File: src/rtl/arb_pkg.sv
// rtl/arb_pkg.sv - shared FSM encoding, bus width default and pointer-width helper
package arb_pkg;

  typedef enum logic [1:0] {
    ST_IDLE = 2'd0,
    ST_REQ  = 2'd1,
    ST_XFER = 2'd2
  } arb_state_t;

  localparam int ARB_REQ_WIDTH = 8;

  function automatic int clog2(input int value);
    int r;
    r = 0;
    while ((1 << r) < value) r = r + 1;
    return r;
  endfunction

endpackage

File: src/rtl/arb_job_fifo.sv
// rtl/arb_job_fifo.sv - DEPTH x WIDTH synchronous job FIFO with full/empty flags
module arb_job_fifo
  import arb_pkg::*;
#(
  parameter int DEPTH = 4,
  parameter int WIDTH = 4
) (
  input  logic             clk,
  input  logic             rst,
  input  logic             push,
  input  logic [WIDTH-1:0] wdata,
  input  logic             pop,
  output logic [WIDTH-1:0] rdata,
  output logic             full,
  output logic             empty
);

  localparam int AW = clog2(DEPTH);

  logic [WIDTH-1:0] mem [DEPTH];
  logic [AW:0]      wr_ptr;
  logic [AW:0]      rd_ptr;
  logic             do_push;
  logic             do_pop;

  // Extra pointer bit distinguishes full from empty when the indices match.
  assign empty   = (wr_ptr == rd_ptr);
  assign full    = (wr_ptr[AW] != rd_ptr[AW]) && (wr_ptr[AW-1:0] == rd_ptr[AW-1:0]);
  assign rdata   = mem[rd_ptr[AW-1:0]];
  assign do_push = push && !full;
  assign do_pop  = pop && !empty;

  always_ff @(posedge clk) begin
    if (do_push) mem[wr_ptr[AW-1:0]] <= wdata;
  end

  always_ff @(posedge clk or posedge rst) begin
    if (rst) begin
      wr_ptr <= '0;
      rd_ptr <= '0;
    end else begin
      if (do_push) wr_ptr <= wr_ptr + 1'b1;
      if (do_pop)  rd_ptr <= rd_ptr + 1'b1;
    end
  end

endmodule

File: src/rtl/arb_req_agent.sv
// rtl/arb_req_agent.sv - requester agent: job queue, req/gnt handshake, beat issue
// Optional grant-wait watchdog enabled by defining GNT_TIMEOUT_EN.
module arb_req_agent
  import arb_pkg::*;
#(
  parameter int REQ_WIDTH = ARB_REQ_WIDTH,
  parameter int AGENT_ID  = 0,
  parameter int LEN_WIDTH = 4,
  parameter int DEPTH     = 4,
  parameter int TIMEOUT   = 16
) (
  input  logic                 clk,
  input  logic                 rst,
  input  logic                 job_valid,
  output logic                 job_ready,
  input  logic [LEN_WIDTH-1:0] job_len,
  output logic [REQ_WIDTH-1:0] req,
  input  logic [REQ_WIDTH-1:0] gnt,
  output logic                 beat_valid,
  output logic [LEN_WIDTH-1:0] beat_idx,
  output logic                 done,
  output logic                 busy,
  output logic                 timeout
);

  arb_state_t           state;
  logic [LEN_WIDTH-1:0] len_q;
  logic [LEN_WIDTH-1:0] beat_cnt;
  logic [LEN_WIDTH-1:0] head_len;
  logic                 fifo_full;
  logic                 fifo_empty;
  logic                 pop;
  logic                 my_gnt;
  logic                 last_beat;
  logic                 wait_hit;
  logic                 unused_gnt;

  arb_job_fifo #(
    .DEPTH(DEPTH),
    .WIDTH(LEN_WIDTH)
  ) u_fifo (
    .clk  (clk),
    .rst  (rst),
    .push (job_valid),
    .wdata(job_len),
    .pop  (pop),
    .rdata(head_len),
    .full (fifo_full),
    .empty(fifo_empty)
  );

  // Only our own grant bit matters; the rest of the bus belongs to other agents.
  assign my_gnt     = gnt[AGENT_ID];
  assign unused_gnt = ^gnt;

  assign pop        = (state == ST_IDLE) && !fifo_empty;
  assign job_ready  = !fifo_full;
  assign busy       = (state != ST_IDLE) || !fifo_empty;
  assign last_beat  = (beat_cnt == len_q);
  assign beat_valid = (state == ST_XFER) && my_gnt;
  assign beat_idx   = beat_cnt;
  assign done       = beat_valid && last_beat;

  always_comb begin
    req           = '0;
    req[AGENT_ID] = (state != ST_IDLE);
  end

`ifdef GNT_TIMEOUT_EN
  localparam int WW = clog2(TIMEOUT + 1);

  logic [WW-1:0] wait_cnt;
  logic          timeout_q;

  assign wait_hit = (state == ST_REQ) && !my_gnt && (wait_cnt == WW'(TIMEOUT - 1));
  assign timeout  = timeout_q;

  // Counter is zero outside REQ, so every REQ entry starts a fresh wait.
  always_ff @(posedge clk or posedge rst) begin
    if (rst) begin
      wait_cnt  <= '0;
      timeout_q <= 1'b0;
    end else begin
      timeout_q <= wait_hit;
      if ((state == ST_REQ) && !my_gnt) wait_cnt <= wait_cnt + 1'b1;
      else                              wait_cnt <= '0;
    end
  end
`else
  localparam int unused_timeout = TIMEOUT;

  assign wait_hit = 1'b0;
  assign timeout  = 1'b0;
`endif

  always_ff @(posedge clk or posedge rst) begin
    if (rst) begin
      state    <= ST_IDLE;
      len_q    <= '0;
      beat_cnt <= '0;
    end else begin
      case (state)
        ST_IDLE: begin
          if (!fifo_empty) begin
            state    <= ST_REQ;
            len_q    <= head_len;
            beat_cnt <= '0;
          end
        end
        ST_REQ: begin
          if (my_gnt)        state <= ST_XFER;
          else if (wait_hit) state <= ST_IDLE;
        end
        ST_XFER: begin
          // A dropped grant stalls the burst in place; req stays high.
          if (my_gnt) begin
            if (last_beat) state    <= ST_IDLE;
            else           beat_cnt <= beat_cnt + 1'b1;
          end
        end
        default: state <= ST_IDLE;
      endcase
    end
  end

endmodule
File: config.mk
export PLATFORM = sky130hd
export DESIGN_NAME = arb_req_agent
export DESIGN_NICKNAME = d
export VERILOG_FILES = /design/src/rtl/arb_pkg.sv /design/src/rtl/arb_job_fifo.sv /design/src/rtl/arb_req_agent.sv
export SDC_FILE = /design/constraint.sdc
export NUM_CORES = 1
export LEC_CHECK = 0
export CAP_MARGIN = 20
export CORE_MARGIN = 4
export CORE_UTILIZATION = 30
export CTS_BUF_LIST = sky130_fd_sc_hd__clkbuf_16
export CTS_CLUSTER_DIAMETER = 100
export CTS_CLUSTER_SIZE = 30
export DETAILED_ROUTE_END_ITERATION = 10
export SLEW_MARGIN = 20
export SYNTH_ARGS = -nofsm -noshare
export SYNTH_HDL_FRONTEND = slang
export SYNTH_HIERARCHICAL = 1
export SYNTH_SLANG_ARGS = --single-unit
File: constraint.sdc
create_clock -name clk -period 2.3 [get_ports clk]
set_input_delay 0.46 -clock clk [delete_from_list [all_inputs] [get_ports clk]]
set_output_delay 0.46 -clock clk [all_outputs]
set_load 0.1 [all_outputs]
Word-level counts from Yosys, hierarchy flattened
Memory sizes are Yosys's and may differ from the RTL's. A register that Yosys moved wholly into a read port is not among the register bits. Cells that the tools add are included.

Equal/unequal tests: 11. Multiplexer cells: 11. Add/sub/neg operators: 3. Reduce and logical (&&, ||, !) cells: 15. Bitwise gates (word level): 1.

Operator list (number): 4-bit 2-to-1 mux (3); 2-bit inequality test, second input constant (5); 2-bit 2-to-1 mux (4); 4-bit case mux with 2 select lines (1); 4-bit AND reduction (2); 3-bit by 1-bit adder with 3-bit output, second input constant (2); 1-bit logical AND (6); 2-bit case mux with 3 select lines (1); 4-bit by 1-bit adder with 4-bit output, second input constant (1); 4-bit equality test (1); 2-bit nonzero test (2); 3-bit equality test (1); 2-bit by 1-bit equality test with 1-bit output, second input constant (1); 2-bit equality test (1); 2-bit equality test, second input constant (1); 1-bit zero test (2); 2-bit zero test (1); 1-bit 2-to-1 mux (2); 2-bit AND reduction (1); 1-bit logical OR (1); 1-bit inequality test (1); 1-bit inverter (1).

Bits in registers: 12. Memory bits (writable): 16. Input port bits: 15. Memories kept: 1. Logic and storage cells: 46. Output and inout bits: 17.

Memories: u_fifo.mem (depth 4, width 4, rd ports 1, clocked after Yosys merged registers in 1, wr ports 1, RTL line arb_job_fifo.sv:20) `logic [WIDTH-1:0] mem [DEPTH];`.

Longest topological paths before layout
Word-level depth: 6. Depth in mapped cells: 7. Gate-level depth less buffers: 6.

Cells and area by module
The synthesis kept the hierarchy.

By module, submodules not included: arb_job_fifo (area an instance 1097.3 µm², instances 1, cells each 71, seq. area each 630.6 µm²); arb_req_agent (area an instance 634.4 µm², instances 1, cells each 60, seq. area each 250.2 µm²).

Worst setup path after synthesis
Ideal clock, no wire load.

Kind: reg-to-output. Start point: register beat_cnt[2], in the netlist beat_idx[2]. End point: output done. Data arrival time: 2.173 ns. Slack: -0.333 ns. Cell stages (with the launch flop): 4. Data required time: 1.840 ns. Buffers on the path: 0. Cell sequence: dfrtp_1 > xor2_2 > nor4_4 > and3_2.

Word-level cells in the longest chain between the ends: 2.

Ends and longest elaborated chain: start: declaration (RTL line arb_req_agent.sv:28) `logic [LEN_WIDTH-1:0] beat_cnt;`; start signal: assignment (RTL line arb_req_agent.sv:118) `else beat_cnt <= beat_cnt + 1'b1;`; 4-bit equality test (RTL line arb_req_agent.sv:59) `assign last_beat = (beat_cnt == len_q);`; 1-bit logical AND (RTL line arb_req_agent.sv:62) `assign done = beat_valid && last_beat;`; end: declaration (RTL line arb_req_agent.sv:21) `output logic done,`.

No other way between the ends.

Final worst setup path
Same ends and word-level chain as after synthesis.

==> key figures <==
Finish
  – Area grow syn2layout: 24.6%
  – Finished Core Util: 0.389
  – Commonest non-fill, non-tap cells in the layout: edfxtp_1, dfrtp_1, buf_4
  – Fin nets: roughly 180
  – Filler Cell Count: around 540
  – Most common cell after layout, fill and taps aside: edfxtp_1
  – Multi-input gate area: 764 um^2
  – Fin area: ~2200 um^2
  – Share of cells above drive strength 1: 0.333
  – Storage cell area: 886 um^2
  – # diodes: 0

Timing
  – Final Hold Viols: 0
  – FMAX: 0.460 GHz
  – Final period util: 0.946
  – Tightest Pin Transition: roughly 0.57 ns
  – Max-slew violation count: 0
  – Setup_tns: 0 ns
  – Clock Skews: 0.00193 ns
  – Final worst path period need: approximately 2.2 ns
  – # setup viols final: 0
  – Worst slew margin: 0.619
  – Unrepaired setup endpoints after global routing: false

Setup path
  – Flop-to-flop setup slack: between 0.2 and 0.3 ns
  – CP Launch Type: flip-flop
  – Worst path max stage delay: about 0.45 ns
  – Worst setup path end: done
  – Worst Path Buf+Inv: 1
  – R2R Path Start: u_fifo/wr_ptr[1]$_DFFE_PP0P_
  – CP required: 1.84 ns
  – CP max FO: 6
  – CP Class: flip-flop to primary output
  – R2R Path End: beat_idx[0]$_DFFE_PP0P_
  – CP max-delay cell: dfrtp_2
  – Levels on crit path: 4
  – Path depth of the worst reg2reg path: 6
  – Worst setup EP type: primary output
  – Delay-heaviest family, CP: simple AND/OR/NAND/NOR gates
  – Critical-path cell list: xor2_2 > nor4_4 > and3_4 > buf_12
  – Crit path DAT: 1.72 ns
  – Setup crit start: beat_idx[2]$_DFFE_PP0P_

CTS
  – Post-CTS setup buffers: 0
  – Hold Buf Count CTS: 0
  – Clk_lat worst skew: 0.27 ns
  – PostCTS Resize Cnt: 0
  – H-Tree Depth: 2
  – Clk slew on worst S/H paths: about 0.05 ns
  – TritonCTS clock tree: yes
  – Sink Count: 32
  – Root Driver: clkbuf_16
  – Clock Tree Buf Depth: 2
  – TritonCTS Buffers: 5

Synthesis
  – Most area-hungry cell type in the Yosys netlist: edfxtp_1
  – Synthesized area per cell: around 13 um^2
  – Yosys top cell area share: 0.277
  – Syn Std Cell Area: 1730 um^2
  – Yosys cell types: 41
  – Yosys reg bits: 32
  – Top cells by area, synth: edfxtp_1, dfrtp_1, mux4_2
  – Yosys Warn Count: 6
  – Sequential fraction of the synthesis area: 0.509
  – Synth Instances: 131

Placement
  – GP Congestion: around 0.9
  – Area after DPL: about 2000 um^2
  – Buffers added on ports: 16
  – Final HPWL from detailed placement: 2.29 mm

GRT
  – Vias in the first global route: between 1000 and 1500
  – Gr usage total: 0.0933
  – First-pass GRT wire length: slightly above 5 mm
  – Initial antenna violation count: 0
  – Largest net degree at the start of global routing: 11
  – GR Overflow Total: 0

Drt
  – Number of remaining DRC errors: 0
  – Vias per cell: between 4 and 5
  – Routed Antenna Nets: 0
  – Vias: around 1100
  – WL per Instance: roughly 13 um
  – DRT Pass-1 Iters: 4
  – Drt total wl: just over 3 mm
  – DR iter-0 viols: 31

Floorplan
  – Ports: 32
  – Core area: approximately 5500 um^2
  – Row cnt: 27
  – Die X: around 84 um
  – Die Area: around 7000 um^2
  – Initial Utilization: 0.313
  – Die Height: between 80 and 90 um

Min path
  – Hold crit path type: input pin to async pin

Power
  – Leak: ~0.9 nW
  – Pwr dens: approximately 1600 nW/um^2
  – Max IR drop VDD: 1180 uV

Job
  – Maxcap violations: 0

Status
  – Status: finished, final reports clean
[synth_stat cells]
library cell  count
a211oi_2          2
nand2b_1          2
o2bb2ai_1         1
nor2b_1           1
nor4_4            1
nor4_1            1
or2_2             1
conb_1            1
nand2_1           9
nor2_1            3
o31ai_2           2
a21o_2            1
buf_4             9
o211a_1           1
a21boi_1          1
a31oi_2           1
xor2_2            5
a22o_1            1
o31ai_1           3
xnor2_2           1
a211oi_1          1
a21o_1            1
buf_6             1
inv_1            10
a21oi_1           4
xnor2_1           4
nand3_2           1
or4_1             1
a211o_2           1
and2b_1           1
dfrtp_1          16
edfxtp_1         16
xor2_1            3
mux2_2            5
nor3_1            2
and3_2            1
ha_1              6
and3_1            3
o211ai_1          1
mux4_2            4
nand3_1           2
[flip-flops by register name (all words and copies together), names as in the netlist]
| name | cells |
|---|---|
| u_fifo/rd_ptr | 3 |
| u_fifo/mem | 16 |
| state | 2 |
| len_q | 4 |
| beat_idx | 4 |
| u_fifo/wr_ptr | 3 |
[area by class of cell]
| type | count | area share |
|---|---|---|
| clock buffers | 5 | 0.0580 |
| flip-flops and latches | 32 | 0.411 |
| inverters | 10 | 0.0174 |
| clock inverters | 3 | 0.00638 |
| multi-input cells | 86 | 0.354 |
| well taps | 72 | 0.0418 |
| repair buffers | 23 | 0.111 |
[cell families (layout without fill, tap and decap cells)]
family / after synthesis / after routing / synth area share
flops: 32 / 32 / 0.509
simple gates: 29 / 29 / 0.0976
compound gates: 21 / 21 / 0.105
buf+inv: 20 / 41 / 0.0672
xor+xnor: 13 / 13 / 0.0918
mux: 9 / 9 / 0.0845
fa+ha+maj: 6 / 6 / 0.0434
other cells: 1 / 8 / 0.00217
[where the power goes]
part           total [mW]  internal, mW  switching (mW)
Combinational        1.81         0.711            1.10
Sequential          0.953         0.794           0.159
Clock               0.610         0.392           0.218
Total                3.37          1.90            1.48
[stage by stage]
step	power (mW)	setup slack, ns	hold WS (ns)	std cells
2_1_floorplan	2.33	0.107	0.251	138
3_3_place_gp	2.70	0.288	0.496	220
3_5_place_dp	2.75	0.266	0.527	220
4_1_cts	3.38	0.0348	0.450	228
5_1_grt	3.58	0.0153	0.482	231
6_report	3.37	0.124	0.439	231
[worst min path at each step]
stage	endpoint	start	slack (ns)	cells past startpoint
finish	u_fifo/rd_ptr[0]$_DFFE_PP0P_	rst	0.44	2
detailed placement	len_q[0]$_DFFE_PP0P_	len_q[0]$_DFFE_PP0P_	0.53	1
CTS	u_fifo/rd_ptr[0]$_DFFE_PP0P_	rst	0.45	2
global route	u_fifo/wr_ptr[1]$_DFFE_PP0P_	rst	0.48	2
floorplan	u_fifo/rd_ptr[0]$_DFFE_PP0P_	rst	0.25	1
global placement	state[0]$_DFFE_PP0P_	state[1]$_DFFE_PP0P_	0.50	1
[layer usage]
| metal | vias up | track usage | part of all wire |
|---|---|---|---|
| met5 | - | 0 | 0 |
| met3 | 7 | 0.0316 | 0.052 |
| met1 | 542 | 0.111 | 0.43 |
| li1 | 505 | - | - |
| met2 | 27 | 0.150 | 0.49 |
| met4 | 0 | 0.0468 | 0.021 |
(Power assumes the default switching activity.)
